[src/rtl/fp_normalize_round.sv]
// fp_normalize_round: post-add normalise / round stage of the FP adder.
// Three register stages (capture+LZC, normalise, round+pack) sharing one
// advance enable derived from the output handshake.
// Optional feature macro: FP_NORM_ROUND_EN (defined -> round-to-nearest-even,
// undefined -> truncate).
module fp_normalize_round #(
  parameter int WIDTH     = 24,
  parameter int EXP_WIDTH = 8
) (
  input  logic                 clk,
  input  logic                 rst_n,
  input  logic                 in_valid,
  output logic                 in_ready,
  input  logic                 in_sign,
  input  logic [EXP_WIDTH-1:0] in_exp,
  input  logic [WIDTH+2:0]     in_mant,
  input  logic                 in_sticky,
  output logic                 out_valid,
  input  logic                 out_ready,
  output logic                 out_sign,
  output logic [EXP_WIDTH-1:0] out_exp,
  output logic [WIDTH-2:0]     out_frac,
  output logic                 out_zero,
  output logic                 out_overflow,
  output logic                 out_underflow
);

  localparam int VW  = WIDTH + 2;
  localparam int LZW = $clog2(VW + 1);
  localparam int EW1 = EXP_WIDTH + 1;
  localparam int CW  = ((LZW > EXP_WIDTH) ? LZW : EXP_WIDTH) + 1;
  localparam logic [EW1-1:0] EXP_MAX = {1'b0, {EXP_WIDTH{1'b1}}};

  typedef struct packed {
    logic                 valid;
    logic                 sign;
    logic [EXP_WIDTH-1:0] exp;
    logic                 carry;
    logic [VW-1:0]        vec;
    logic                 sticky;
    logic [LZW-1:0]       lzc;
    logic                 all_zero;
  } s1_t;

  typedef struct packed {
    logic             valid;
    logic             sign;
    logic [EW1-1:0]   exp;
    logic [WIDTH-1:0] mant;
    logic             g;
    logic             r;
    logic             s;
    logic             zero;
    logic             underflow;
  } s2_t;

  typedef struct packed {
    logic                 valid;
    logic                 sign;
    logic [EXP_WIDTH-1:0] exp;
    logic [WIDTH-2:0]     frac;
    logic                 zero;
    logic                 overflow;
    logic                 underflow;
  } out_t;

  s1_t  s1_q, s1_d;
  s2_t  s2_q, s2_d;
  out_t out_q, out_d;

  logic           adv;
  logic [LZW-1:0] lzc;
  logic [VW-1:0]  shifted;
  logic [WIDTH-1:0] mant_r;
  logic [EW1-1:0]   exp_r;
  logic             unused_bits;

  assign adv      = out_ready | ~out_q.valid;
  assign in_ready = adv;

  // Leading-zero count of {mant,guard,round}; the highest set bit wins.
  always_comb begin
    lzc = LZW'(VW);
    for (int unsigned i = 0; i < VW; i++) begin
      if (in_mant[i]) lzc = LZW'(VW - 1 - i);
    end
  end

  // Stage 1: capture the beat together with its LZC.
  always_comb begin
    s1_d = s1_q;
    if (adv) begin
      s1_d.valid    = in_valid;
      s1_d.sign     = in_sign;
      s1_d.exp      = in_exp;
      s1_d.carry    = in_mant[WIDTH+2];
      s1_d.vec      = in_mant[VW-1:0];
      s1_d.sticky   = in_sticky;
      s1_d.lzc      = lzc;
      s1_d.all_zero = (in_mant[VW-1:0] == '0);
    end
  end

  // Stage 2: normalise (carry right-shift, LZC left-shift, zero/underflow).
  always_comb begin
    s2_d    = s2_q;
    shifted = s1_q.vec << s1_q.lzc;
    if (adv) begin
      s2_d.valid     = s1_q.valid;
      s2_d.sign      = s1_q.sign;
      s2_d.exp       = '0;
      s2_d.mant      = '0;
      s2_d.g         = 1'b0;
      s2_d.r         = 1'b0;
      s2_d.s         = 1'b0;
      s2_d.zero      = 1'b0;
      s2_d.underflow = 1'b0;
      if (s1_q.carry) begin
        s2_d.mant = {1'b1, s1_q.vec[VW-1:3]};
        s2_d.g    = s1_q.vec[2];
        s2_d.r    = s1_q.vec[1];
        s2_d.s    = s1_q.vec[0] | s1_q.sticky;
        s2_d.exp  = {1'b0, s1_q.exp} + EW1'(1);
      end else if (s1_q.all_zero) begin
        s2_d.zero = 1'b1;
      end else if (CW'(s1_q.lzc) >= CW'(s1_q.exp)) begin
        s2_d.zero      = 1'b1;
        s2_d.underflow = 1'b1;
      end else begin
        s2_d.mant = shifted[VW-1:2];
        s2_d.g    = shifted[1];
        s2_d.r    = shifted[0];
        s2_d.s    = s1_q.sticky;
        s2_d.exp  = {1'b0, s1_q.exp} - EW1'(s1_q.lzc);
      end
    end
  end

  // Stage 3: round, re-normalise on round carry, saturate and pack.
  always_comb begin
    out_d  = out_q;
    mant_r = s2_q.mant;
    exp_r  = s2_q.exp;
`ifdef FP_NORM_ROUND_EN
    begin
      logic             up;
      logic [WIDTH:0]   sum;
      up  = s2_q.g & (s2_q.r | s2_q.s | s2_q.mant[0]);
      sum = {1'b0, s2_q.mant} + (WIDTH+1)'(up);
      if (sum[WIDTH]) begin
        mant_r = {1'b1, {(WIDTH-1){1'b0}}};
        exp_r  = s2_q.exp + EW1'(1);
      end else begin
        mant_r = sum[WIDTH-1:0];
      end
    end
`endif
    if (adv) begin
      out_d.valid     = s2_q.valid;
      out_d.sign      = s2_q.sign & ~s2_q.zero;
      out_d.zero      = s2_q.zero;
      out_d.underflow = s2_q.underflow;
      out_d.overflow  = 1'b0;
      if (s2_q.zero) begin
        out_d.exp  = '0;
        out_d.frac = '0;
      end else if (exp_r >= EXP_MAX) begin
        out_d.overflow = 1'b1;
        out_d.exp      = '1;
        out_d.frac     = '0;
      end else begin
        out_d.exp  = exp_r[EXP_WIDTH-1:0];
        out_d.frac = mant_r[WIDTH-2:0];
      end
    end
  end

  // Hidden bit is dropped; G/R/S only feed rounding when it is enabled.
`ifdef FP_NORM_ROUND_EN
  assign unused_bits = mant_r[WIDTH-1];
`else
  assign unused_bits = ^{mant_r[WIDTH-1], s2_q.g, s2_q.r, s2_q.s};
`endif

  // Pipeline registers; reset clears valids and every output field.
  always_ff @(posedge clk or negedge rst_n) begin
    if (!rst_n) begin
      s1_q  <= '0;
      s2_q  <= '0;
      out_q <= '0;
    end else begin
      s1_q  <= s1_d;
      s2_q  <= s2_d;
      out_q <= out_d;
    end
  end

  assign out_valid     = out_q.valid;
  assign out_sign      = out_q.sign;
  assign out_exp       = out_q.exp;
  assign out_frac      = out_q.frac;
  assign out_zero      = out_q.zero;
  assign out_overflow  = out_q.overflow;
  assign out_underflow = out_q.underflow;

endmodule

[config.mk]
export PLATFORM = sky130hd
export DESIGN_NAME = fp_normalize_round
export DESIGN_NICKNAME = d
export VERILOG_FILES = /design/src/rtl/fp_normalize_round.sv
export SDC_FILE = /design/constraint.sdc
export NUM_CORES = 1
export LEC_CHECK = 0
export ABC_AREA = 1
export BUFFER_PORTS_ARGS = -buffer_cell sky130_fd_sc_hd__buf_2
export CAP_MARGIN = 20
export CELL_PAD_IN_SITES_DETAIL_PLACEMENT = 1
export CELL_PAD_IN_SITES_GLOBAL_PLACEMENT = 1
export CORE_MARGIN = 2
export CORE_UTILIZATION = 43
export CTS_CLUSTER_DIAMETER = 100
export DETAILED_ROUTE_END_ITERATION = 6
export GPL_TIMING_DRIVEN = 0
export PLACE_DENSITY = 0.89
export SYNTH_ARGS = -nofsm -noshare
export SYNTH_HDL_FRONTEND = slang
export SYNTH_SLANG_ARGS = --single-unit
[constraint.sdc]
create_clock -name clk -period 3.45 [get_ports clk]
set_clock_uncertainty 0.2 [all_clocks]
set_input_delay 0.1725 -clock clk [delete_from_list [all_inputs] [get_ports clk]]
set_output_delay 0.1725 -clock clk [all_outputs]
set_load 0.1 [all_outputs]
# == Word level (Yosys, flattened, before mapping) ==
# Index checks and enable logic that the tools add are counted.
# totals
ram_bits,0
mem_bits_ro,0
latch_bits,0
n_memories,0
register_bits,116
output_inout_bits,37
# op_classes
multipliers,0
muxes,37
n_lt_le_gt_ge,2
add_sub_neg,2
n_bitwise,5
n_eq_ne,0
shift,1
n_div,0
reduce_logical,1
# ops
cell,n
5-bit 2-to-1 mux,24
36-bit 2-to-1 mux,3
31-bit 2-to-1 mux,2
26-bit zero test,1
26-bit by 5-bit left shift with 26-bit output,1
"8-bit by 1-bit adder with 9-bit output, second input constant",1
"9-bit by 8-bit greater-or-equal comparator with 1-bit output, second input constant",1
8-bit by 5-bit subtractor with 9-bit output,1
5-bit by 8-bit greater-or-equal comparator with 1-bit output,1
2-bit 2-to-1 mux,4
1-bit 2-to-1 mux,4
1-bit NOT,2
1-bit bitwise OR,2
1-bit bitwise AND,1

# == Longest topological paths before layout ==
# Gate-level depths: netlist of run 1.
# depth
word_depth,26
ltp_mapped,27
depth_no_buf,27

# == Least setup slack after synthesis of run 1 ==
# OpenSTA, ideal clock, no wires.
# synth_path
kind,register to register
start,reg out_q (netlist bit out_valid)
end,reg s1_q[0] (netlist name)
path_buffers,1
t_arrival_ns,2.215
slack_ns,0.843
stages_incl_launch_ff,6
setup_ns,0.192
synth_period_minus_slack_ns,2.607
path_cell_list,dfrtp_1 -> inv_1 -> nor2_1 -> inv_2 -> clkbuf_1 -> o32ai_1
# synth_between
elab_chain_cells,2
# synth_rtl
item,line,rtl
from (decl),69,"out_t out_q, out_d;"
from (signal assigned),194,out_q <= out_d;
1-bit NOT,78,assign adv = out_ready | ~out_q.valid;
1-bit bitwise OR,78,
named net in_ready,13,"output logic in_ready,"
to (signal assigned),188,s1_q <= '0;
to (signal assigned),192,s1_q <= s1_d;
to (decl),67,"s1_t s1_q, s1_d;"
# The timed path passes the listed nets, and every way through them passes these cells.
# A chain may end at the register's enable or synchronous reset.

# == Final worst setup path of run 1 ==
# layout_path
start,reg s1_q[3] (netlist name)
end,reg s2_q (netlist bit mant_r[1])
# layout_between
elab_chain_cells,4
word_cells_on_any_way,5
cone_classes,order compare (1); shift (1); mux (3)
# layout_rtl
item,line,rtl
5-bit by 8-bit greater-or-equal comparator with 1-bit output or 26-bit by 5-bit left shift with 26-bit output (tied branches),"126, 107",
36-bit 2-to-1 mux *,126,end else if (CW'(s1_q.lzc) >= CW'(s1_q.exp)) begin
36-bit 2-to-1 mux *,124,end else if (s1_q.all_zero) begin
36-bit 2-to-1 mux *,118,if (s1_q.carry) begin
to (signal assigned),189,s2_q <= '0;
to (signal assigned),193,s2_q <= s2_d;
to (decl),68,"s2_t s2_q, s2_d;"
# Every way passes the cells marked *; elsewhere a longest branch is shown, timed or not.

==> results.rst, run 1 <==
.. list-table::
   :header-rows: 1

   * - Metric
     - Value
   * - Antenna violations before repair
     - 1
   * - Total leakage power
     - between 3 and 4 nW
   * - TritonCTS clock tree
     - done
   * - Post-detailed-route via-to-cell ratio
     - ~5.7
   * - Seq/Total Area, Yosys
     - between 40 and 50%
   * - Dpl hpwl
     - 16000 µm
   * - Fraction of layout instances using a drive strength above 1
     - 14.3%
   * - Root Buffer
     - sky130_fd_sc_hd__clkbuf_16
   * - First-pass GRT wire length
     - approximately 37000 µm
   * - Max-slew violations
     - 0
   * - Number of top-level pins
     - approximately 80
   * - Net total in the final layout
     - a little over 1000
   * - Power density over the cells
     - between 900 and 1000 nW/µm²
   * - Detailed Route WL
     - 23400 µm
   * - Count of unresolved DRC violations after routing
     - 0
   * - Placement row count
     - 44
   * - Type of origin of the critical path
     - register
   * - Post-synthesis instance area
     - between 6000 and 7000 µm²
   * - Clock Latency Late Sink
     - roughly 420 ps
   * - Post-Place Cell Area
     - ~7000 µm²
   * - Most common cell in the netlist
     - sky130_fd_sc_hd__nand2_1
   * - Post-synth top cells
     - 226 x sky130_fd_sc_hd__nand2_1, 115 x sky130_fd_sc_hd__dfrtp_1, 95 x sky130_fd_sc_hd__o21ai_0, 94 x sky130_fd_sc_hd__inv_1, 51 x sky130_fd_sc_hd__nor2_1
   * - Aggregate negative setup slack
     - 0 ps
   * - Number of flops mapped to enable cells by yosys
     - 0
   * - Top-area cell type share of the netlist area
     - a little under half
   * - Die Span X
     - between 100 and 150 µm
   * - Main area contributors after synthesis
     - sky130_fd_sc_hd__dfrtp_1 45%, sky130_fd_sc_hd__nand2_1 13%, sky130_fd_sc_hd__o21ai_0 7.5%
   * - Total congestion overflow
     - 0
   * - Sum of internal, switching and leakage power
     - approximately 7.6 mW
   * - Total routing resource utilization after global routing
     - between 30% and 40%
   * - Die Area
     - about 16000 µm²
   * - Maximum clock frequency
     - a little over 0.3 GHz
   * - Routed len/inst
     - roughly 20 µm
   * - Synth Instances
     - roughly 830
   * - Worst slew margin
     - around half
   * - Final worst path period share
     - between 90% and 100%
   * - Initial DRT Pass Iterations
     - 5
   * - Syn_nets
     - 882
   * - Mean area per synthesized cell
     - 7.64 µm²
   * - Post-route design area
     - 7940 µm²
   * - Flop and latch count out of synthesis
     - 115
   * - Sinks on Clock Net
     - roughly 120
   * - Crit path arrival time
     - about 3300 ps
   * - Yosys cell types
     - 46
   * - Flip-flop cell with the highest count after synthesis
     - sky130_fd_sc_hd__dfrtp_1
   * - Warnings, synthesis
     - 0
   * - Number of endpoints with negative hold slack in the final report
     - 0
   * - Data required time of the worst path
     - ~3500 ps
   * - Cell accounting for the most synthesized area
     - sky130_fd_sc_hd__dfrtp_1
   * - Antenna-violating nets left
     - 0
   * - Outcome
     - finished, final reports clean
   * - Vias in the first global route
     - 6869
   * - Total of fill cells in the finished design
     - 1792
   * - Count of buffers added by post-CTS timing repair for setup
     - 0
   * - Layout overhead on the synthesized area
     - 24.6%
   * - DRT iter0 DRCs
     - around 560
   * - Die Span Y
     - 126 µm
   * - Transition time at the pin with the least slew margin
     - just under 800 ps
   * - Nature of the critical path endpoint
     - register
   * - Final worst path period need
     - 3250 ps
   * - Finish-stage setup viols
     - 0
   * - Maximum buffer depth of the clock tree
     - 2
   * - Worst hold slack after final layout
     - around 120 ps
   * - Worst voltage drop across the vdd grid
     - 387 µV
   * - Number of clock buffers inserted by TritonCTS
     - 17
   * - Final core utilization
     - 54.8%
   * - Worst min-delay path category
     - input pin to async pin
   * - Critical path class
     - register to register
   * - H-tree depth
     - 4
   * - Max capacitance violation total
     - 0
   * - Placer's final routability congestion estimate
     - ~0.96
   * - Core area
     - around 14000 µm²
   * - Initial core utilization
     - about 44%
   * - RSZ-0062 raised after global routing
     - no
   * - IO Port Bufs
     - 76
   * - Clock-pin slew on the worst setup and hold paths
     - roughly 50 ps
   * - Vias
     - around 6600
   * - Fraction of registers with async set/reset
     - between 90% and 100%
   * - Largest net degree at the start of global routing
     - 69
   * - Highest fanout seen on the critical path
     - 10
worst max-delay path, cell delays in order (launching register included):
cell and delay (ps):
sky130_fd_sc_hd__dfrtp_1 480, sky130_fd_sc_hd__inv_1 110, sky130_fd_sc_hd__buf_2 220, sky130_fd_sc_hd__buf_2 280
sky130_fd_sc_hd__ha_1 330, sky130_fd_sc_hd__a21oi_2 210, sky130_fd_sc_hd__nor2_2 60, sky130_fd_sc_hd__o21ai_2 120
sky130_fd_sc_hd__nand2_2 90, sky130_fd_sc_hd__nor3_2 130, sky130_fd_sc_hd__nand2_1 90, sky130_fd_sc_hd__nand2_2 120
sky130_fd_sc_hd__nor3_4 80, sky130_fd_sc_hd__nand2_4 120, sky130_fd_sc_hd__nor2_1 50, sky130_fd_sc_hd__a211oi_1 330
sky130_fd_sc_hd__a21oi_1 90
layout by cell type (no fill, tap or decap), drive strengths merged, types with 3 or more instances in the layout:
| master | n |
|---|---|
| nand2 | 231 |
| mux2i | 14 |
| clkbuf | 50 |
| inv | 99 |
| a31oi | 12 |
| buf | 99 |
| o221ai | 5 |
| xor2 | 3 |
| dfrtp | 115 |
| a211oi | 3 |
| a21oi | 36 |
| nand4 | 4 |
| o21ai | 113 |
| dlygate4sd3 | 39 |
| nand3 | 27 |
| nor2 | 53 |
| or2 | 5 |
| o211ai | 8 |
| nor3 | 4 |
| clkinv | 5 |
| o31ai | 24 |
| a22oi | 7 |
| o22ai | 9 |
| ha | 6 |
sequential cells by signal, summed over array words and instances (netlist names):
signal         flops
s1_q              43
mant_r            23
out_frac          23
exp_r              9
out_exp            8
s2_q               4
out_overflow       1
out_sign           1
out_underflow      1
out_valid          1
out_zero           1
per-layer routing:
metal  wire, µm  GRT usage, %  vias up
met5          0             0        -
li1           -             -     3022
met4       1030          14.7        0
met3       1350          4.84       74
met2      11100          49.1      267
met1       9930          39.2     3222
where the power goes:
part           switching (mW)  internal [mW]
Combinational            2.91          0.837
Clock                   0.611           1.03
Sequential              0.332           1.84
worst paths after layout:
check / cells after the start / start / slack [ps] / to
setup reg to reg: 16 / s1_q[3]$_DFFE_PN0P_ / 200 / mant_r[1]$_DFFE_PN0P_
hold reg to reg: 2 / s2_q[39]$_DFFE_PN0P_ / 260 / out_valid$_DFFE_PN0P_
setup / recovery: 16 / s1_q[3]$_DFFE_PN0P_ / 200 / mant_r[1]$_DFFE_PN0P_
hold / removal: 2 / rst_n / 120 / s1_q[14]$_DFFE_PN0P_
min in group clk: 4 / out_ready / 260 / out_zero$_DFFE_PN0P_
max in group asynchronous: 3 / rst_n / 2170 / exp_r[5]$_DFFE_PN0P_
kinds of logic after synthesis:
logic type                 after synthesis  synth area share (%)
AOI/OAI and AO/OA                      221                  20.4
xor gates and xnor gates                 3                 0.412
adders and majority gates                7                  1.49
buffers and inverters                  148                  9.45
DFF                                    115                  45.2
muxes                                   14                  2.20
and+or+nand+nor                        326                  20.9
layout make-up:
type	instances	area (µm²)	area share (%)
Antenna cell	1	2.50	0.0315
Buffer	48	226	2.85
Timing Repair Buffer	116	801	10.1
Inverter	100	375	4.73
Clock inverter	5	53.8	0.678
Sequential cell	115	2880	36.2
Multi-Input combinational cell	571	2890	36.4
Clock buffer	24	482	6.07
Tap cell	184	230	2.90
through the flow:
| stage | instances | worst slack (ps) |
|---|---|---|
| finish | 1164 | 202 |
| global route | 1164 | 125 |
| CTS | 1163 | 302 |
| detailed placement | 1095 | 339 |
| global placement | 1094 | 416 |
| floorplan | 834 | 843 |
repair_timing:
action,in CTS,in global routing
resized for setup,0,0
endpoints found under the hold margin,88,0
hold buffers,39,0
Power figures use the tool's default switching activity.
==> inputs of run 2 (changes only) <==
--- a/config.mk
+++ b/config.mk
@@ -5,17 +5,17 @@
 export SDC_FILE = /design/constraint.sdc
 export NUM_CORES = 1
 export LEC_CHECK = 0
-export ABC_AREA = 1
 export BUFFER_PORTS_ARGS = -buffer_cell sky130_fd_sc_hd__buf_2
 export CAP_MARGIN = 20
 export CELL_PAD_IN_SITES_DETAIL_PLACEMENT = 1
 export CELL_PAD_IN_SITES_GLOBAL_PLACEMENT = 1
 export CORE_MARGIN = 2
-export CORE_UTILIZATION = 43
+export CORE_UTILIZATION = 45
 export CTS_CLUSTER_DIAMETER = 100
 export DETAILED_ROUTE_END_ITERATION = 6
 export GPL_TIMING_DRIVEN = 0
 export PLACE_DENSITY = 0.89
+export SETUP_SLACK_MARGIN = 0.1
 export SYNTH_ARGS = -nofsm -noshare
 export SYNTH_HDL_FRONTEND = slang
 export SYNTH_SLANG_ARGS = --single-unit
==> run 2 against run 1 <==
  * Sequential share of layout area decreased by 0.55 points
  * Via count down 6.4%
  * Core utilization up 3.2 points
  * Flip-flop and latch count unchanged
  * Critical path depth fell by 5
  * Maximum frequency up 1.3%
  * Count of clock-buffer cells in the layout down 5
  * Final area rose by 1.5%
  * Global-route usage up 2.8 points
  * Final cell count shrank 13%
  * Sequential power grew 6%
==> results.rst, run 2 <==
.. list-table::
   :header-rows: 1

   * - Metric
     - Value
   * - Layout overhead on the synthesized area
     - 26.0%
   * - Main area contributors after synthesis
     - sky130_fd_sc_hd__dfrtp_1 45%, sky130_fd_sc_hd__nand2_1 9.1%, sky130_fd_sc_hd__mux2i_1 4.2%
   * - Core area
     - 13900 µm²
   * - Die Area
     - roughly 15000 µm²
   * - Detailed Route WL
     - ~24000 µm
   * - Placer's final routability congestion estimate
     - just under 1
   * - Worst slew margin
     - roughly 43%
   * - Initial core utilization
     - 46.1%
   * - Total congestion overflow
     - 0
   * - Seq/Total Area, Yosys
     - 45.0%
   * - Power density over the cells
     - approximately 1000 nW/µm²
   * - Final worst path period share
     - 92.9%
   * - Count of inserted antenna diode cells
     - 0
   * - Crit path arrival time
     - ~3300 ps
   * - Most used cells in the layout excluding fill and tap cells
     - 156 x sky130_fd_sc_hd__nand2_1, 115 x sky130_fd_sc_hd__dfrtp_1, 81 x sky130_fd_sc_hd__buf_2
   * - Transition time at the pin with the least slew margin
     - 856 ps
   * - Syn_nets
     - 737
   * - Maximum clock frequency
     - around 0.31 GHz
   * - Commonest non-fill, non-tap cell in the layout
     - sky130_fd_sc_hd__nand2_1
   * - Data required time of the worst path
     - 3550 ps
   * - Number of clock buffers inserted by TritonCTS
     - 17
   * - Routed len/inst
     - around 23 µm
   * - Setup ws final
     - 244 ps
   * - Final worst path period need
     - ~3200 ps
   * - Clock-pin slew on the worst setup and hold paths
     - 60 ps
   * - Mean area per synthesized cell
     - between 9 and 10 µm²
   * - Net total in the final layout
     - around 870
   * - Worst voltage drop across the vdd grid
     - around 440 µV
   * - Post-detailed-route via-to-cell ratio
     - between 6 and 7
   * - Detail Route met3 WL
     - around 1600 µm
   * - Post-synthesis instance area
     - 6400 µm²
   * - Depth of the worst register-to-register path
     - 11
   * - Routed length on met2
     - around 11000 µm
   * - Finish-stage setup viols
     - 0
   * - Antenna-violating nets left
     - 0
   * - Flip-flop cell with the highest count after synthesis
     - sky130_fd_sc_hd__dfrtp_1
   * - Type of origin of the critical path
     - register
   * - Largest register FFs
     - 43
   * - Number of flops mapped to enable cells by yosys
     - 0
   * - Max-slew violations
     - 0
   * - Synth Instances
     - approximately 700
   * - TritonCTS clock tree
     - done
   * - Dpl hpwl
     - 16500 µm
   * - Sum of internal, switching and leakage power
     - approximately 8.1 mW
   * - Fraction of layout instances using a drive strength above 1
     - roughly a fifth
   * - Post-synth top cells
     - 156 x sky130_fd_sc_hd__nand2_1, 115 x sky130_fd_sc_hd__dfrtp_1, 69 x sky130_fd_sc_hd__nor2_1, 45 x sky130_fd_sc_hd__a21oi_1, 31 x sky130_fd_sc_hd__clkbuf_1
   * - Sinks on Clock Net
     - between 100 and 150
   * - Number of endpoints with negative hold slack in the final report
     - 0
   * - Total leakage power
     - ~3.7 nW
   * - Initial DRT Pass Iterations
     - 7
   * - Die Span Y
     - between 100 and 150 µm
   * - Metal1 wirelength
     - approximately 9800 µm
   * - Fraction of registers with async set/reset
     - between 90% and 100%
   * - IO Port Bufs
     - 76
   * - Placement row count
     - 43
   * - Crit Reg-Reg Endpoint
     - mant_r[3]$_DFFE_PN0P_
   * - Warnings, synthesis
     - 0
   * - First-pass GRT wire length
     - 37100 µm
   * - Outcome
     - finished, final reports clean
   * - RSZ-0062 raised after global routing
     - no
   * - Minimum setup slack after placement
     - -201 ps
   * - Highest Signal Layer
     - met4
   * - Vias in the first global route
     - between 6000 and 7000
   * - Cell accounting for the most synthesized area
     - sky130_fd_sc_hd__dfrtp_1
   * - H-tree depth
     - 4
   * - Biggest register
     - s1_q
   * - Number of top-level pins
     - 78
   * - Total of fill cells in the finished design
     - 1584
   * - Flop and latch count out of synthesis
     - 115
   * - Highest fanout seen on the critical path
     - 19
   * - Vias
     - slightly above 6000
   * - Largest net degree at the start of global routing
     - between 70 and 80
   * - Root Buffer
     - sky130_fd_sc_hd__clkbuf_16
   * - Worst reg2reg setup slack
     - roughly 240 ps
   * - Top-area cell type share of the netlist area
     - roughly 45%
   * - Worst min-delay path category
     - input pin to async pin
   * - Nature of the critical path endpoint
     - register
   * - Maximum buffer depth of the clock tree
     - 2
   * - Post-route design area
     - 8060 µm²
   * - Post-Place Cell Area
     - roughly 7000 µm²
   * - Count of unresolved DRC violations after routing
     - 0
   * - Antenna violations before repair
     - 0
   * - Reg-to-reg startpoint
     - s1_q[3]$_DFFE_PN0P_
   * - Max capacitance violation total
     - 0
   * - Total routing resource utilization after global routing
     - ~33%
   * - Worst hold slack after final layout
     - 103 ps
   * - Die Span X
     - about 120 µm
   * - Clock Latency Late Sink
     - 430 ps
   * - DRT iter0 DRCs
     - ~440
   * - Most common cell in the netlist
     - sky130_fd_sc_hd__nand2_1
   * - Critical path class
     - register to register
   * - Yosys cell types
     - 70
## run 2: changes by cell type after synthesis, sizes merged, moves of 14 or more
cell / delta
mux2i: +14
mux4: +14
nand2: -75
nor2: +17
nand3: -18
a22o: +24
inv: -85
o21ai: -90
## run 2: routing by layer
layer | global-route usage (%) | vias up
met1 | 41.7 | 3060
met5 | 0 | -
met4 | 14.5 | 0
li1 | - | 2739
met3 | 7.66 | 72
met2 | 53.8 | 292
## run 2: what timing repair did
item	4_1_cts	5_1_grt
endpoints found under the hold margin	84	0
cloned	0	0
gates resized for setup	1	7
hold buffers	38	0
buffers inserted	0	1
setup endpoints to repair	28	16
pin swaps	0	2
## run 2: logic make-up (layout without fill, tap and decap cells)
family                     count (synthesis)  in the layout  share of synthesized area, %
and+or+nand+nor                          288            288                          19.5
AOI/OAI and AO/OA                        160            160                          17.6
DFF                                      115            115                          45.0
buffers and inverters                     63            210                          4.57
muxes                                     48             48                          10.8
xor gates and xnor gates                   8              8                          1.09
adders and majority gates                  7              7                          1.49
## run 2: final cells by class
class,instances,area [µm²],share of cell area (%)
Multi-Input combinational cell,511,3240,40.2
Sequential cell,115,2880,35.7
Timing Repair Buffer,117,808,10.0
Clock buffer,19,433,5.37
Buffer,46,235,2.92
Tap cell,180,225,2.79
Clock inverter,13,184,2.28
Inverter,15,57.6,0.714
## run 2: power by group
part           internal (mW)  switching [mW]  total, mW
clock network           1.21           0.666       1.87
registers               1.85           0.449       2.30
logic                   1.06            2.85       3.91
total                   4.11            3.96       8.08
## run 2: worst max-delay path by stage
| stage | from | end |
|---|---|---|
| detailed placement | s1_q[3]$_DFFE_PN0P_ | mant_r[1]$_DFFE_PN0P_ |
| global placement | s1_q[3]$_DFFE_PN0P_ | mant_r[12]$_DFFE_PN0P_ |
| floorplan | out_valid$_DFFE_PN0P_ | s1_q[0]$_DFFE_PN0P_ |
| CTS | s1_q[4]$_DFFE_PN0P_ | mant_r[1]$_DFFE_PN0P_ |
| finish | s1_q[3]$_DFFE_PN0P_ | mant_r[3]$_DFFE_PN0P_ |
| global route | s1_q[3]$_DFFE_PN0P_ | mant_r[12]$_DFFE_PN0P_ |
## run 2: worst max-delay path: stages (launching register included)
cell and delay [ps]:
sky130_fd_sc_hd__dfrtp_1 320, sky130_fd_sc_hd__buf_2 240, sky130_fd_sc_hd__inv_1 90, sky130_fd_sc_hd__clkbuf_4 270, sky130_fd_sc_hd__ha_1 430, sky130_fd_sc_hd__o21a_1 220, sky130_fd_sc_hd__o31a_1 170, sky130_fd_sc_hd__o221ai_4 330
sky130_fd_sc_hd__nor3_4 90, sky130_fd_sc_hd__buf_4 170, sky130_fd_sc_hd__and3_1 210, sky130_fd_sc_hd__a221o_1 330
## run 2: through the flow
stage          util [%]  instances  setup TNS (ps)
2_1_floorplan         -        689               0
3_3_place_gp       50.5        945            -685
3_5_place_dp       50.8        947           -2210
4_1_cts            57.9       1016               0
5_1_grt            58.1       1016               0
6_report           58.1       1016               0
